### src/rtl/dm_pkg.sv
// Shared types for the data-memory access controller: request opcodes,
// controller states, bus widths and the opcode-to-strobe mapping.
package dm_pkg;

  localparam int DM_ADDR_W = 9;
  localparam int DM_DATA_W = 16;

  typedef enum logic [1:0] {
    OP_LOAD  = 2'd0,
    OP_STORE = 2'd1,
    OP_PUSH  = 2'd2,
    OP_POP   = 2'd3
  } op_t;

  typedef enum logic [1:0] {
    IDLE  = 2'd0,
    ISSUE = 2'd1,
    WAIT  = 2'd2,
    RESP  = 2'd3
  } state_t;

  // One-hot strobe bundle {pop, push, store, load} for a request opcode
  function automatic logic [3:0] op_strobe(op_t op);
    logic [3:0] s;
    s = 4'b0000;
    case (op)
      OP_LOAD:  s = 4'b0001;
      OP_STORE: s = 4'b0010;
      OP_PUSH:  s = 4'b0100;
      OP_POP:   s = 4'b1000;
    endcase
    return s;
  endfunction

endpackage

### src/rtl/dm_sp_unit.sv
// Stack pointer register for the DM access controller.
// sp points at the next free slot; the stack grows downward from SP_INIT.
// With DM_STACK_GUARD_EN defined the full/empty flags are live, otherwise
// they are held low so the pointer simply wraps modulo 2^16.
module dm_sp_unit
  import dm_pkg::*;
#(
  parameter logic [DM_DATA_W-1:0] SP_INIT     = 16'hFFFF,
  parameter int                   STACK_DEPTH = 512
) (
  input  logic                 clk,
  input  logic                 rst,
  input  logic                 sp_dec,
  input  logic                 sp_inc,
  output logic [DM_DATA_W-1:0] sp,
  output logic [DM_DATA_W-1:0] sp_plus1,
  output logic                 full,
  output logic                 empty
);

  localparam logic [DM_DATA_W-1:0] SP_FULL = SP_INIT - DM_DATA_W'(STACK_DEPTH);

  logic [DM_DATA_W-1:0] sp_q;
  logic [DM_DATA_W-1:0] sp_d;

  // Next pointer: a committed push moves down, a committed pop moves up
  always_comb begin
    sp_d = sp_q;
    if (sp_dec) begin
      sp_d = sp_q - 16'd1;
    end else if (sp_inc) begin
      sp_d = sp_q + 16'd1;
    end
  end

  // Pointer register, returns to the empty-stack value on reset
  always_ff @(posedge clk) begin
    if (rst) begin
      sp_q <= SP_INIT;
    end else begin
      sp_q <= sp_d;
    end
  end

  assign sp       = sp_q;
  assign sp_plus1 = sp_q + 16'd1;

`ifdef DM_STACK_GUARD_EN
  assign full  = (sp_q == SP_FULL);
  assign empty = (sp_q == SP_INIT);
`else
  assign full  = 1'b0;
  assign empty = 1'b0;
`endif

endmodule

### src/rtl/dm_access_ctrl.sv
// Initiator side of the data-memory port. Takes one load/store/push/pop
// request at a time, fires a single one-cycle strobe to DM, waits RD_LAT
// cycles for read data and returns a one-cycle response pulse.
// Optional stack over/underflow guard: define DM_STACK_GUARD_EN.
module dm_access_ctrl
  import dm_pkg::*;
#(
  parameter logic [DM_DATA_W-1:0] SP_INIT     = 16'hFFFF,
  parameter int                   STACK_DEPTH = 512,
  parameter int                   RD_LAT      = 1
) (
  input  logic                 clk,
  input  logic                 rst,
  input  logic                 req_valid,
  output logic                 req_ready,
  input  op_t                  req_op,
  input  logic [DM_ADDR_W-1:0] req_addr,
  input  logic [DM_DATA_W-1:0] req_wdata,
  output logic                 resp_valid,
  output logic [DM_DATA_W-1:0] resp_data,
  output logic                 resp_fault,
  output logic [DM_DATA_W-1:0] sp_out,
  output logic                 dm_load,
  output logic                 dm_store,
  output logic                 dm_push,
  output logic                 dm_pop,
  output logic [DM_ADDR_W-1:0] dm_address,
  output logic [DM_DATA_W-1:0] dm_sp,
  output logic [DM_DATA_W-1:0] dm_rez,
  input  logic [DM_DATA_W-1:0] dm_data_out
);

  localparam int              CNT_W    = (RD_LAT > 1) ? $clog2(RD_LAT) : 1;
  localparam logic [CNT_W-1:0] CNT_LOAD = CNT_W'(RD_LAT - 1);

  state_t               state_q, state_d;
  op_t                  op_q, op_d;
  logic                 fault_q, fault_d;
  logic [CNT_W-1:0]     cnt_q, cnt_d;
  logic [3:0]           strobe_q, strobe_d;
  logic [DM_ADDR_W-1:0] addr_q, addr_d;
  logic [DM_DATA_W-1:0] dm_sp_q, dm_sp_d;
  logic [DM_DATA_W-1:0] rez_q, rez_d;
  logic                 resp_valid_q, resp_valid_d;
  logic [DM_DATA_W-1:0] resp_data_q, resp_data_d;
  logic                 resp_fault_q, resp_fault_d;

  logic [DM_DATA_W-1:0] sp;
  logic [DM_DATA_W-1:0] sp_plus1;
  logic                 full;
  logic                 empty;
  logic                 req_fault;
  logic                 sp_dec;
  logic                 sp_inc;

  // Stack pointer only moves when a non-faulted push/pop completes
  assign sp_dec = (state_q == RESP) && !fault_q && (op_q == OP_PUSH);
  assign sp_inc = (state_q == RESP) && !fault_q && (op_q == OP_POP);

  dm_sp_unit #(
    .SP_INIT    (SP_INIT),
    .STACK_DEPTH(STACK_DEPTH)
  ) u_sp_unit (
    .clk     (clk),
    .rst     (rst),
    .sp_dec  (sp_dec),
    .sp_inc  (sp_inc),
    .sp      (sp),
    .sp_plus1(sp_plus1),
    .full    (full),
    .empty   (empty)
  );

  assign req_fault = ((req_op == OP_PUSH) && full) || ((req_op == OP_POP) && empty);

  // Next-state and next-output logic for the request/strobe/response sequence
  always_comb begin
    state_d      = state_q;
    op_d         = op_q;
    fault_d      = fault_q;
    cnt_d        = cnt_q;
    strobe_d     = 4'b0000;
    addr_d       = addr_q;
    dm_sp_d      = dm_sp_q;
    rez_d        = rez_q;
    resp_valid_d = 1'b0;
    resp_data_d  = resp_data_q;
    resp_fault_d = 1'b0;
    case (state_q)
      IDLE: begin
        if (req_valid) begin
          op_d    = req_op;
          addr_d  = req_addr;
          rez_d   = req_wdata;
          dm_sp_d = (req_op == OP_POP) ? sp_plus1 : sp;
          fault_d = req_fault;
          if (req_fault) begin
            state_d      = RESP;
            resp_valid_d = 1'b1;
            resp_fault_d = 1'b1;
          end else begin
            state_d  = ISSUE;
            strobe_d = op_strobe(req_op);
          end
        end
      end
      ISSUE: begin
        state_d = WAIT;
        cnt_d   = CNT_LOAD;
      end
      WAIT: begin
        if (cnt_q == '0) begin
          state_d      = RESP;
          resp_valid_d = 1'b1;
          if ((op_q == OP_LOAD) || (op_q == OP_POP)) begin
            resp_data_d = dm_data_out;
          end
        end else begin
          cnt_d = cnt_q - 1'b1;
        end
      end
      RESP: begin
        state_d = IDLE;
      end
      default: begin
        state_d = IDLE;
      end
    endcase
  end

  // Single register bank for state and all registered outputs
  always_ff @(posedge clk) begin
    if (rst) begin
      state_q      <= IDLE;
      op_q         <= OP_LOAD;
      fault_q      <= 1'b0;
      cnt_q        <= '0;
      strobe_q     <= 4'b0000;
      addr_q       <= '0;
      dm_sp_q      <= SP_INIT;
      rez_q        <= '0;
      resp_valid_q <= 1'b0;
      resp_data_q  <= '0;
      resp_fault_q <= 1'b0;
    end else begin
      state_q      <= state_d;
      op_q         <= op_d;
      fault_q      <= fault_d;
      cnt_q        <= cnt_d;
      strobe_q     <= strobe_d;
      addr_q       <= addr_d;
      dm_sp_q      <= dm_sp_d;
      rez_q        <= rez_d;
      resp_valid_q <= resp_valid_d;
      resp_data_q  <= resp_data_d;
      resp_fault_q <= resp_fault_d;
    end
  end

  assign req_ready  = (state_q == IDLE);
  assign resp_valid = resp_valid_q;
  assign resp_data  = resp_data_q;
  assign resp_fault = resp_fault_q;
  assign sp_out     = sp;
  assign dm_load    = strobe_q[0];
  assign dm_store   = strobe_q[1];
  assign dm_push    = strobe_q[2];
  assign dm_pop     = strobe_q[3];
  assign dm_address = addr_q;
  assign dm_sp      = dm_sp_q;
  assign dm_rez     = rez_q;

endmodule

### config.mk
export PLATFORM = sky130hd
export DESIGN_NAME = dm_access_ctrl
export DESIGN_NICKNAME = d
export VERILOG_FILES = /design/src/rtl/dm_pkg.sv /design/src/rtl/dm_sp_unit.sv /design/src/rtl/dm_access_ctrl.sv
export SDC_FILE = /design/constraint.sdc
export NUM_CORES = 1
export LEC_CHECK = 0
export ABC_AREA = 1
export CORE_MARGIN = 3
export CORE_UTILIZATION = 55
export CTS_CLUSTER_DIAMETER = 80
export DETAILED_ROUTE_END_ITERATION = 10
export DONT_BUFFER_PORTS = 1
export GPL_TIMING_DRIVEN = 0
export PLACE_DENSITY = 0.82
export SKIP_CTS_REPAIR_TIMING = 1
export SLEW_MARGIN = 20
export SYNTH_ARGS = -nofsm -noshare
export SYNTH_HDL_FRONTEND = slang
export SYNTH_HIERARCHICAL = 1
export SYNTH_SLANG_ARGS = --single-unit
### constraint.sdc
create_clock -name clk -period 1.6 [get_ports clk]
set_input_delay 0.16 -clock clk [delete_from_list [all_inputs] [get_ports clk]]
set_output_delay 0.16 -clock clk [all_outputs]
set_load 0.05 [all_outputs]
==> flow_summary_export.csv, run 1 <==
group,metric,value,unit
timing,fin_crit,1.629,ns
yosys,syn_area,4039,um2
route,drt_wl_total,12160,um
global_routing,grt-ovfl-total,0,
status,violations,"negative hold slack, negative setup slack",
power_and_ir_drop,combPwrFrac,0.179,
cells_and_area,drive_above_1_share,0.1885,
worst_setup_path,setup.worst_path.start,"state_q[1]",
cts,htree_levels,3,
worst_setup_path,cp-endpoint,"u_sp_unit/sp[11]",
yosys,async_flop_share,0,
power_and_ir_drop,irDropWorstVdd,471.4,uV
power_and_ir_drop,clockPowerShare,0.255,
route,drt-initial-drc-count,195,
power_and_ir_drop,switchingPower,2.525,mW
route,first_pass_iters,5,
min_path,hold_path_class,"in2reg",
placement,hpwl,8143,um
die,initial_core_util,0.5816,
cts,clk_path_buf_depth,2,
timing,finClkSkew,0.01001,ns
worst_setup_path,crit_path_max_fanout,10,
yosys,synth_cells,579,
die,dieWidth,91.70,um
worst_setup_path,cp.depth,8,
cells_and_area,n_antenna_cell,0,
worst_setup_path,reg2reg_slack,-0.03,ns
placement,port_buffers,0,
placement,placed_area,4184,um2
worst_setup_path,rr_endpoint,"u_sp_unit/sp[11]",
power_and_ir_drop,pwr-share-seq,0.566,
worst_setup_path,cpPeakStageDelay,0.38,ns
worst_setup_path,cp_top_family,"buffers and inverters",
yosys,synth_warnings,6,
die,fp.dieArea,8408,um2
yosys,synth_cell_type_count,35,
yosys,ys_seq_area_frac,0.4164,
yosys,synth_edf_count,0,
timing,slew-limit-headroom,0.5488,
cts,clk_pin_slew_worst_paths,0.09,ns
run,maxCapViolations,0,
cells_and_area,area_delta_synth_final,22.83,%
timing,rsz0062_at_grt,"yes",
route,ant_nets,0,
power_and_ir_drop,power_density,1181,nW/um2
worst_setup_path,worstPathArrival,1.88,ns
cells_and_area,fin_util,0.7144,
cells_and_area,layout_common_cells,"nor2_1, nand2_1, dfxtp_1",
timing,setup_viol_count_final,1,
cts,clk_latency,0.37,ns
yosys,avgSynthCellArea,6.976,um2
die,rows,30,
die,die_h,91.70,um
timing,period_share,1.018,
status,status,"finished with violations",
die,fp.coreArea,6944,um2
power_and_ir_drop,p_leak,2.173,nW
timing,fmax,613.9,MHz
global_routing,grtUsageTotal,0.2558,
timing,final_hold_viol_count,16,
cts,cts_sinks,84,
route,vias_per_cell,5.600,
global_routing,grt_max_degree,18,
worst_setup_path,startpoint_type,"flip-flop",
timing,setup_ws,-0.02880,ns
timing,worst_pin_slew,0.6758,ns
route,drc,0,
worst_setup_path,crit_top_cell,"buf_6",
die,pin_count,126,
yosys,synth_seq_cells,84,
power_and_ir_drop,internal-power,3.336,mW
worst_setup_path,critPathCaptureType,"flip-flop",
cells_and_area,fillers,534,
timing,slew_violations,0,
cells_and_area,postLayoutCellArea,4961,um2
placement,place_congestion,0.9746,
global_routing,grt_pass1_wl,17450,um
global_routing,grt_pass1_vias,3562,
worst_setup_path,r2r_start,"state_q[1]",
cells_and_area,nNetsFinal,675,
route,avgRoutedWirePerCell,16.85,um
cts,cts_root_buf,"clkbuf_8",
worst_setup_path,worst_path_max_delay_cell,"dfxtp_2",
yosys,synth_flop_cell,"dfxtp_1",
timing,fin_hold_ws,-0.03340,ns
cts,numCtsBuffers,9,
worst_setup_path,worstPathRequired,1.85,ns
cells_and_area,mostFrequentLayoutCell,"nor2_1",
power_and_ir_drop,swShare,0.4308,
worst_setup_path,crit_chain,"ha_4 -> inv_2 -> nor3b_2 -> buf_6 -> nor2_4 -> buf_6 -> a21oi_1 -> nand3_1",
cts,cts_tree,"yes",
worst_setup_path,worst-path-buf-inv,3,
worst_setup_path,crit_type,"reg2reg",
worst_setup_path,rr_worst_depth,8,
route,vias,4043,
global_routing,antenna_found_initial,0,
-- routing by layer --
metal	vias up	wire [um]	track usage	share of wire
met4	0	408	0.1077	0.034
li1	1954	-	-	-
met5	-	0	0	0
met1	1851	4621	0.3060	0.38
met2	200	5921	0.4194	0.49
met3	38	1210	0.08614	0.099
-- cells in the mapped netlist (3+ instances only) --
cell type  number  area share
nand2_1        84       0.078
nor2_2          5      0.0077
nand3_1        40       0.050
a21oi_1        35       0.043
o21ai_1        16       0.020
clkbuf_1       11       0.010
dfxtp_1        84        0.42
o21ai_0        63       0.078
inv_1          31       0.029
xor2_1          9       0.020
nand4_1         6      0.0093
nor2_1        132        0.12
ha_1            8       0.025
inv_2           5      0.0046
nor3_1          3      0.0037
nand2_2         4      0.0062
buf_2          13       0.016
nor2_4          3      0.0084
buf_4           6       0.011
-- logic make-up after synthesis --
family,Yosys count,synth area share
buf+inv,74,0.08767
flops,84,0.4164
fa+ha+maj,8,0.02478
compound gates,118,0.1487
other cells,1,0.0009285
xor+xnor,11,0.02386
simple gates,283,0.2977
-- metrics by stage --
stage	hold WS, ns	TNS [ns]	total power, mW	cells	setup slack [ns]
CTS	-0.1384	-7.036	5.718	692	-0.2637
floorplan	0.2368	-0.007107	4.019	580	-0.007107
detailed placement	0.2424	-5.861	4.259	676	-0.2355
finish	-0.03340	-0.02880	5.861	722	-0.02880
global placement	0.2399	-3.986	4.212	676	-0.2213
global route	-0.007537	-0.6245	6.137	722	-0.1120
-- worst min path at each step --
stage / start / end / slack (ns) / cells after the start
2_1_floorplan: req_op[0] / strobe_q[0] / 0.24 / 1
3_3_place_gp: req_op[0] / strobe_q[0] / 0.24 / 1
3_5_place_dp: req_op[0] / strobe_q[0] / 0.24 / 1
4_1_cts: req_op[1] / strobe_q[1] / -0.14 / 1
5_1_grt: dm_data_out[13] / resp_data[13] / -0.008 / 2
6_report: dm_data_out[12] / resp_data[12] / -0.03 / 2
-- final cells by class --
class / instances / area (um2) / area share
clock inverters: 7 / 71.32 / 0.01438
multi-input cells: 422 / 2197 / 0.4429
clock buffers: 9 / 123.9 / 0.02497
repair buffers: 30 / 285.3 / 0.05750
inverters: 38 / 157.7 / 0.03178
plain buffers: 36 / 269.0 / 0.05422
well taps: 96 / 120.1 / 0.02421
flip-flops and latches: 84 / 1737 / 0.3501
-- registers in the layout, summed over array words and instances (netlist names) --
signal        cells
dm_rez           16
dm_sp            16
resp_data        16
u_sp_unit/sp     16
dm_address        9
strobe_q          4
op_q              2
state_q           2
fault_q           1
resp_fault        1
resp_valid        1
-- power by group through the flow --
stage	logic, mW	clock network [mW]	registers (mW)
4_1_cts	0.891	1.51	3.32
3_3_place_gp	0.850	0	3.36
3_5_place_dp	0.886	0	3.37
2_1_floorplan	0.717	0	3.30
6_report	1.05	1.50	3.31
5_1_grt	1.19	1.61	3.34
Power figures use the tool's default switching activity.
==> run 2: changes to the inputs <==
--- a/config.mk
+++ b/config.mk
@@ -9,11 +9,12 @@
 export CORE_MARGIN = 3
 export CORE_UTILIZATION = 55
 export CTS_CLUSTER_DIAMETER = 80
+export CTS_CLUSTER_SIZE = 8
 export DETAILED_ROUTE_END_ITERATION = 10
 export DONT_BUFFER_PORTS = 1
 export GPL_TIMING_DRIVEN = 0
+export HOLD_SLACK_MARGIN = 0.12
 export PLACE_DENSITY = 0.82
-export SKIP_CTS_REPAIR_TIMING = 1
 export SLEW_MARGIN = 20
 export SYNTH_ARGS = -nofsm -noshare
 export SYNTH_HDL_FRONTEND = slang
==> flow_summary_export.csv, run 2 (same netlist as run 1, synthesis figures left out) <==
group,metric,value,unit
cells_and_area,fin_util,0.7449,
global_routing,grt_pass1_wl,20230,um
power_and_ir_drop,clockPowerShare,0.251,
worst_setup_path,crit_path_max_fanout,8,
cells_and_area,area_delta_synth_final,28.07,%
run,maxCapViolations,0,
timing,rsz0062_at_grt,"yes",
placement,place_congestion,0.9746,
worst_setup_path,critPathCaptureType,"flip-flop",
worst_setup_path,worst_path_max_delay_cell,"dfxtp_4",
cells_and_area,layout.cells.non_filler,749,
cells_and_area,nNetsFinal,701,
route,avgRoutedWirePerCell,17.38,um
die,initial_core_util,0.5816,
timing,final_hold_viol_count,0,
cts,numCtsBuffers,9,
placement,port_buffers,0,
die,die_h,91.70,um
die,fp.coreArea,6944,um2
route,vias,4241,
route,drc,0,
die,dieWidth,91.70,um
power_and_ir_drop,combPwrFrac,0.193,
global_routing,antenna_found_initial,0,
worst_setup_path,startpoint_type,"flip-flop",
cts,cts_tree,"yes",
timing,slew_violations,0,
die,fp.dieArea,8408,um2
timing,period_share,0.9910,
worst_setup_path,crit_top_cell,"nand2_1",
die,pin_count,126,
route,first_pass_iters,5,
cells_and_area,mostFrequentLayoutCell,"nor2_1",
global_routing,grtUsageTotal,0.2986,
timing,fin_crit,1.586,ns
status,status,"completed",
route,vias_per_cell,5.662,
worst_setup_path,worstPathRequired,1.85,ns
cts,clk_path_buf_depth,2,
timing,worst_pin_slew,0.6651,ns
timing,slew-limit-headroom,0.5560,
worst_setup_path,crit_type,"reg2reg",
global_routing,grt_max_degree,18,
worst_setup_path,crit_chain,"inv_2 -> ha_2 -> nand3_4 -> nor2_4 -> nand2_1 -> nand2_1 -> nand2_1 -> nand2_1 -> nand3_1",
timing,setup_viol_count_final,0,
die,rows,30,
cells_and_area,drive_above_1_share,0.1810,
placement,hpwl,8143,um
cts,clk_pin_slew_worst_paths,0.10,ns
power_and_ir_drop,swShare,0.4326,
global_routing,grt-ovfl-total,0,
cts,cts_root_buf,"clkbuf_8",
route,drt_wl_total,13020,um
timing,fmax,630.7,MHz
power_and_ir_drop,switchingPower,2.585,mW
cts,cts_sinks,84,
power_and_ir_drop,p_leak,2.274,nW
power_and_ir_drop,irDropWorstVdd,539.5,uV
cells_and_area,layout_common_cells,"nor2_1, nand2_1, dfxtp_1",
worst_setup_path,worstPathArrival,1.84,ns
cts,clk_latency,0.36,ns
timing,finClkSkew,0.008954,ns
power_and_ir_drop,pwr-share-seq,0.556,
power_and_ir_drop,power_density,1155,nW/um2
worst_setup_path,cpPeakStageDelay,0.45,ns
global_routing,grt_pass1_vias,4099,
placement,place_inst,676,
route,ant_nets,0,
min_path,hold_path_class,"in2reg",
power_and_ir_drop,internal-power,3.390,mW
route,drt-initial-drc-count,251,
cts,htree_levels,3,
## run 2: cell count changes in the layout (fill, tap and decap cells not counted), moves of 2 or more
| cell | change |
|---|---|
| o21ai_0 | -6 |
| nand3_2 | -2 |
| a21oi_2 | -3 |
| o21ai_1 | +6 |
| buf_4 | +7 |
| nand3_1 | +2 |
| dlygate4sd3_1 | +21 |
| a21oi_1 | +3 |
## run 2: repair_timing
action / 4_1_cts / 5_1_grt
buffers inserted: 7 / 4
pin swaps: 2 / 22
hold buffers: 45 / 0
hold endpoints to repair: 49 / 0
gates resized for setup: 45 / 55
setup endpoints to repair: 56 / 63
## run 2: final timing paths
check,endpoint,cells after the start,slack (ns),from
max reg2reg,u_sp_unit/sp[14],9,0.01,u_sp_unit/sp[0]
min,dm_rez[2],3,0.10,req_valid
min reg2reg,state_q[0],2,0.50,state_q[0]
max,u_sp_unit/sp[14],9,0.01,u_sp_unit/sp[0]
## run 2: worst max-delay path, delay by kind of cell (launching register included)
kind,cells,cell delay (ns)
AND/OR/NAND/NOR,7,0.64
flip-flops,1,0.45
adder cells (fa/ha/maj),1,0.24
buffers and inverters,1,0.15
## run 2: layout make-up
| type | count | area, um2 |
|---|---|---|
| Multi-Input combinational cell | 422 | 2158 |
| Fill cell | 471 | 1772 |
| Sequential cell | 84 | 1739 |
| Timing Repair Buffer | 56 | 533.0 |
| Buffer | 36 | 269.0 |
| Inverter | 38 | 155.1 |
| Clock buffer | 9 | 123.9 |
| Tap cell | 96 | 120.1 |
| Clock inverter | 7 | 71.32 |
| Antenna cell | 1 | 2.502 |
## run 2: routing by layer
layer / GRT usage / vias to the layer above / part of all wire
li1: - / 2003 / -
met3: 0.08532 / 47 / 0.096
met5: 0 / - / 0
met1: 0.3400 / 1957 / 0.37
met4: 0.1844 / 0 / 0.043
met2: 0.4924 / 234 / 0.49
## run 2: power by group through the flow
| stage | combinational [mW] | clock, mW | sequential [mW] |
|---|---|---|---|
| floorplan | 0.717 | 0 | 3.30 |
| global placement | 0.850 | 0 | 3.36 |
| detailed placement | 0.886 | 0 | 3.37 |
| CTS | 1.02 | 1.51 | 3.31 |
| global route | 1.29 | 1.60 | 3.34 |
| finish | 1.15 | 1.50 | 3.32 |
## run 2: stage by stage
step	power [mW]	setup slack [ns]	hold slack [ns]	cell area (um2)	setup TNS (ns)
detailed placement	4.259	-0.2355	0.2424	4184	-5.861
finish	5.974	0.01443	0.1033	5172	0
global route	6.234	-0.07721	0.1340	5170	-0.4833
global placement	4.212	-0.2213	0.2399	4184	-3.986
CTS	5.831	0.001217	0.1375	5019	0
floorplan	4.019	-0.007107	0.2368	4064	-0.007107
